`config.mk`:
```
export PLATFORM = sky130hd
export DESIGN_NAME = fifo_wr_arbiter_flat
export DESIGN_NICKNAME = d
export VERILOG_FILES = /design/src/rtl/fifo_wr_arbiter_if.sv /design/src/rtl/fifo_wr_arbiter.sv /design/src/flat_wrapper.sv
export SDC_FILE = /design/constraint.sdc
export NUM_CORES = 1
export LEC_CHECK = 0
export CAP_MARGIN = 20
export CORE_UTILIZATION = 32
export CTS_BUF_LIST = sky130_fd_sc_hd__clkbuf_8 sky130_fd_sc_hd__clkbuf_16
export DETAILED_ROUTE_END_ITERATION = 7
export PLACE_DENSITY = 0.85
export SLEW_MARGIN = 30
export SYNTH_ARGS = -nofsm -noshare
export SYNTH_HDL_FRONTEND = slang
export SYNTH_SLANG_ARGS = --single-unit
```
`constraint.sdc`:
```
create_clock -name wclk -period 1.71 [get_ports wclk]
set_input_delay 0.4275 -clock wclk [delete_from_list [all_inputs] [get_ports wclk]]
set_output_delay 0.4275 -clock wclk [all_outputs]
set_load 0.02 [all_outputs]
```
`src/rtl/fifo_wr_arbiter_if.sv`:
```
// Requester streams, FIFO write-side signals and grant status shared by the
// write-port arbiter and its surroundings.
interface fifo_wr_arbiter_if #(
    parameter int unsigned DATASIZE = 8,
    parameter int unsigned NREQ     = 4
);
    localparam int unsigned IDW = $clog2(NREQ);

    logic [NREQ-1:0]          req_valid;
    logic [NREQ-1:0]          req_last;
    logic [NREQ*DATASIZE-1:0] req_data;
    logic [NREQ-1:0]          req_ready;
    logic                     wfull;
    logic                     wclken;
    logic [DATASIZE-1:0]      wdata;
    logic                     grant_valid;
    logic [IDW-1:0]           grant_id;

    // Requesters and FIFO status side
    modport master (
        output req_valid, req_last, req_data, wfull,
        input  req_ready, wclken, wdata, grant_valid, grant_id
    );

    // Arbiter side
    modport slave (
        input  req_valid, req_last, req_data, wfull,
        output req_ready, wclken, wdata, grant_valid, grant_id
    );
endinterface

```
`src/rtl/fifo_wr_arbiter.sv`:
```
// Round-robin arbiter sharing the FIFO write port among NREQ valid/ready/last
// streams; a grant lasts one packet or at most MAXBURST beats.
module fifo_wr_arbiter #(
    parameter int unsigned DATASIZE = 8,
    parameter int unsigned NREQ     = 4,
    parameter int unsigned MAXBURST = 4
) (
    input  logic             wclk,
    input  logic             wrst,
    fifo_wr_arbiter_if.slave bus
);
    localparam int unsigned IDW  = $clog2(NREQ);
    localparam int unsigned CNTW = $clog2(MAXBURST + 1);

    typedef enum logic {IDLE = 1'b0, LOCKED = 1'b1} state_t;

    state_t              state_q, state_d;
    logic [IDW-1:0]      grant_id_q, grant_id_d;
    logic [IDW-1:0]      last_grant_q, last_grant_d;
    logic                grant_valid_q, grant_valid_d;
    logic [CNTW-1:0]     beat_cnt_q, beat_cnt_d;

    logic [IDW-1:0]      winner;
    logic                found;
    int unsigned         rr_idx;

    logic                sel_valid, sel_last, xfer;
    logic [DATASIZE-1:0] sel_data, wr_data;
    logic [NREQ-1:0]     rdy;

    // First valid requester after last_grant, wrapping mod NREQ
    always_comb begin
        winner = '0;
        found  = 1'b0;
        rr_idx = 0;
        for (int unsigned k = 1; k <= NREQ; k++) begin
            rr_idx = (32'(last_grant_q) + k) % NREQ;
            for (int unsigned i = 0; i < NREQ; i++) begin
                if (!found && (i == rr_idx) && bus.req_valid[i]) begin
                    found  = 1'b1;
                    winner = IDW'(i);
                end
            end
        end
    end

    // Granted requester's stream
    always_comb begin
        sel_valid = 1'b0;
        sel_last  = 1'b0;
        sel_data  = '0;
        for (int unsigned i = 0; i < NREQ; i++) begin
            if (IDW'(i) == grant_id_q) begin
                sel_valid = bus.req_valid[i];
                sel_last  = bus.req_last[i];
                sel_data  = bus.req_data[i*DATASIZE +: DATASIZE];
            end
        end
    end

    // Next state and write-side outputs; reset masks the write path so an
    // interrupted burst leaves no partial beat behind
    always_comb begin
        state_d       = state_q;
        grant_id_d    = grant_id_q;
        grant_valid_d = grant_valid_q;
        last_grant_d  = last_grant_q;
        beat_cnt_d    = beat_cnt_q;
        rdy           = '0;
        xfer          = 1'b0;
        wr_data       = '0;

        case (state_q)
            IDLE: begin
                if (found) begin
                    state_d       = LOCKED;
                    grant_valid_d = 1'b1;
                    grant_id_d    = winner;
                    beat_cnt_d    = '0;
                end
            end
            LOCKED: begin
                if (!wrst) begin
                    wr_data = sel_data;
                    xfer    = sel_valid && !bus.wfull;
                    for (int unsigned i = 0; i < NREQ; i++) begin
                        rdy[i] = (IDW'(i) == grant_id_q) && !bus.wfull;
                    end
                end
                if (xfer) begin
                    beat_cnt_d = beat_cnt_q + CNTW'(1);
                    if (sel_last || (beat_cnt_q == CNTW'(MAXBURST - 1))) begin
                        state_d       = IDLE;
                        grant_valid_d = 1'b0;
                        last_grant_d  = grant_id_q;
                        beat_cnt_d    = '0;
                    end
                end
            end
            default: state_d = IDLE;
        endcase
    end

    always_ff @(posedge wclk) begin
        if (wrst) begin
            state_q       <= IDLE;
            grant_id_q    <= '0;
            grant_valid_q <= 1'b0;
            last_grant_q  <= IDW'(NREQ - 1);
            beat_cnt_q    <= '0;
        end else begin
            state_q       <= state_d;
            grant_id_q    <= grant_id_d;
            grant_valid_q <= grant_valid_d;
            last_grant_q  <= last_grant_d;
            beat_cnt_q    <= beat_cnt_d;
        end
    end

    assign bus.req_ready   = rdy;
    assign bus.wclken      = xfer;
    assign bus.wdata       = wr_data;
    assign bus.grant_valid = grant_valid_q;
    assign bus.grant_id    = grant_id_q;
endmodule
```
`src/flat_wrapper.sv`:
```
// flat-port wrapper written by rule: the top's interface ports become plain ports
module fifo_wr_arbiter_flat 
#(
    parameter int unsigned DATASIZE = 8,
    parameter int unsigned NREQ     = 4,
    parameter int unsigned MAXBURST = 4
)
  (wclk, wrst, bus_req_valid, bus_req_last, bus_req_data, bus_wfull, bus_req_ready, bus_wclken, bus_wdata, bus_grant_valid, bus_grant_id);
  fifo_wr_arbiter_if #(.DATASIZE(DATASIZE), .NREQ(NREQ)) bus_i ();
  input  logic wclk;
  input  logic wrst;
  input wire logic [$bits(bus_i.req_valid)-1:0] bus_req_valid;
  input wire logic [$bits(bus_i.req_last)-1:0] bus_req_last;
  input wire logic [$bits(bus_i.req_data)-1:0] bus_req_data;
  input wire logic [$bits(bus_i.wfull)-1:0] bus_wfull;
  output wire logic [$bits(bus_i.req_ready)-1:0] bus_req_ready;
  output wire logic [$bits(bus_i.wclken)-1:0] bus_wclken;
  output wire logic [$bits(bus_i.wdata)-1:0] bus_wdata;
  output wire logic [$bits(bus_i.grant_valid)-1:0] bus_grant_valid;
  output wire logic [$bits(bus_i.grant_id)-1:0] bus_grant_id;
  assign bus_i.req_valid = bus_req_valid;
  assign bus_i.req_last = bus_req_last;
  assign bus_i.req_data = bus_req_data;
  assign bus_i.wfull = bus_wfull;
  assign bus_req_ready = bus_i.req_ready;
  assign bus_wclken = bus_i.wclken;
  assign bus_wdata = bus_i.wdata;
  assign bus_grant_valid = bus_i.grant_valid;
  assign bus_grant_id = bus_i.grant_id;
  fifo_wr_arbiter #(.DATASIZE(DATASIZE), .NREQ(NREQ), .MAXBURST(MAXBURST)) u_core (.wclk(wclk), .wrst(wrst), .bus(bus_i));
endmodule
```
==> results.cfg <==
[placement]
dpl_cell_area_sq_mm = 0.00170
placedCellCount = 191
place.gp.congestion = 0.854
hpwlAfterDp_mm = 2.42
io_buffers = 58
dp_slack_ps = -785

[finish]
multi_input_area_sq_um = 782
drive_above_1_share_pct = 48.0
num-fill-cells = 184
fin_area_sq_mm = 0.00188
fin_util_pct = 74.7
nets = 217
ff_latch_area_sq_um = 190
diodes = 0
layoutNonFillerInstCount = 201
syn2layout_area_growth_pct = 117

[outcome]
violations = negative setup slack
status = finished, violations left

[floorplan]
num_io_pins = 59
die_h_um = 54.1
initial_core_util_pct = 34.5
core_sq_mm = 0.00252
rows = 18
dieArea_sq_mm = 0.00293
die_w_um = 54.1

[sta]
rsz0062_at_grt = true
worst_slack_ps = -245
period_minus_slack_ps = 1950
final-hold-violation-count = 0
max_freq_mhz = 512
hold_ws_ps = 476
skew_ps = 3.72
tns_ps = -2400
tightest_slew_ps = 413
slew_viol_final = 0
setup_violations = 13
relSlewSlack_pct = 72.3
post-route-period-util_pct = 114

[cts]
cts_root_buf = clkbuf_8
insertion_delay_ps = 230
cts.clk_slew.worst_paths_ps = 50
htreeDepth = 1
post_cts_hold_buffer_count = 0
cts_tree = yes
clock_sinks = 9
numCtsBuffers = 3
cts_buffer_depth = 2

[setup_path]
required_ps = 1280
cp_max_fo = 5
critPathLaunchType = flip-flop
crit_arrival_ps = 1530
path_class = flip-flop to output port
critPathCaptureType = output port

[synthesis]
synth.distinct_cells = 34
synth.area.top_cells = dfxtp_1 (21%), mux4_2 (18%), nor2b_1 (8.6%)
async_flop_share_pct = 0
synth_commonest_cells = nor2b_1 (12), dfxtp_1 (9), nor2_1 (8)
ys.flop_type = dfxtp_1
ys_seq_area_share_pct = 20.7
synth_top_area_share_pct = 20.7
syn-instance-count = 89
syn_area_sq_um = 870
synth_seq_cells = 9
yosys_warnings = 0
synth_edf_count = 0
yosysTopAreaCell = dfxtp_1
yosysMostFrequentCell = nor2b_1
synth_nets = 134
avgSynthCellArea_sq_um = 9.77

[grt]
overflow = 0
grt_pass1_wl_mm = 4.75
grt_max_degree = 10
grt_pass1_vias = 1074
antenna_found_initial = 0
grtUsageTotal_pct = 23.1

[power_and_ir_drop]
power_density_mw_per_mm2 = 539
clock_power_share_pct = 23.8
seqPwrFrac_pct = 24.5
internal_power_uw = 700
p_sw_uw = 316
ir_drop_mv = 0.566
p_sw_share_pct = 31.1
leakage_nw = 0.820
total_power_mw = 1.02
pwr-share-comb_pct = 51.7

[drt]
drt_iter0_markers = 13
drt_wl_total_mm = 3.37
firstDrtPassIters = 4
viasPerCell = 5.38
num_vias = 1082
wl_per_cell_um = 16.8
postRouteAntennaNets = 0
drc = 0

[worst_hold_path]
hold_path_class = flip-flop to flip-flop

[run]
drv_cap = 0
what timing repair did:
item                                    4_1_cts  5_1_grt
resized for setup                           145       13
endpoints found under the setup margin       21       20
setup buffers                                 5        3
pin swaps                                     8        6
sequential cells by signal, indices dropped and copies added (netlist names):
signal / count
u_core.beat_cnt_q: 3
u_core.bus.grant_valid: 1
u_core.state_q: 1
u_core.bus.grant_id: 2
u_core.last_grant_q: 2
logic make-up (layout without fill, tap and decap cells):
| kind of cell | after synthesis | count (layout) | synth area share (%) |
|---|---|---|---|
| fa+ha+maj | 2 | 2 | 2.88 |
| compound gates | 17 | 17 | 13.7 |
| buf+inv | 11 | 93 | 5.90 |
| mux | 15 | 15 | 32.5 |
| simple gates | 35 | 35 | 24.3 |
| flops | 9 | 9 | 20.7 |
power groups by stage:
stage                     Combinational (mW)  Clock (mW)  Sequential, mW
after floorplan                        0.236           0           0.250
after global placement                 0.427           0           0.255
after detailed placement               0.441           0           0.256
after CTS                              0.497       0.241           0.245
after global routing                   0.555       0.263           0.251
final                                  0.525       0.242           0.249
final cells by class:
cell class | count | share of cell area [%]
clock inverters | 1 | 0.199
repair buffers | 84 | 42.8
flip-flops and latches | 9 | 10.1
multi-input cells | 69 | 41.5
well taps | 30 | 1.99
clock buffers | 3 | 2.19
inverters | 5 | 1.26
final timing paths:
kind / slack (ps) / startpoint / endpoint / depth (start not counted)
setup / recovery: -240 / u_core.bus.grant_id[0] / bus_wdata[2] / 4
hold / removal: 480 / u_core.beat_cnt_q[0] / u_core.beat_cnt_q[0] / 1
setup reg to reg: -100 / u_core.bus.grant_id[0] / u_core.beat_cnt_q[0] / 6
hold reg to reg: 480 / u_core.beat_cnt_q[0] / u_core.beat_cnt_q[0] / 1
metal layers:
| layer | track usage (%) | wire length, um | vias to the layer above |
|---|---|---|---|
| met2 | 44.5 | 1790 | 56 |
| met4 | 4.70 | 20 | 0 |
| met3 | 6.78 | 388 | 4 |
| met1 | 24.3 | 1160 | 520 |
| met5 | 0 | 0 | - |
| li1 | - | - | 502 |
critical path, cell delays in order, from the launching register on:
cell and delay (ps):
dfxtp_4 400, buf_12 130, mux4_2 500, nor2b_4 140, buf_6 120
cells in the final DEF, fill, tap and decap left out, drive strengths merged, types with 3 or more instances in the layout:
master	instances
clkdlybuf4s15	4
o21ai	3
inv	6
mux4	9
buf	40
dlygate4sd2	35
clkbuf	3
clkdlybuf4s50	5
a21oi	4
mux2	4
dfxtp	9
nor2	9
nor2b	12
nor3	3
Power figures use the tool's default switching activity.
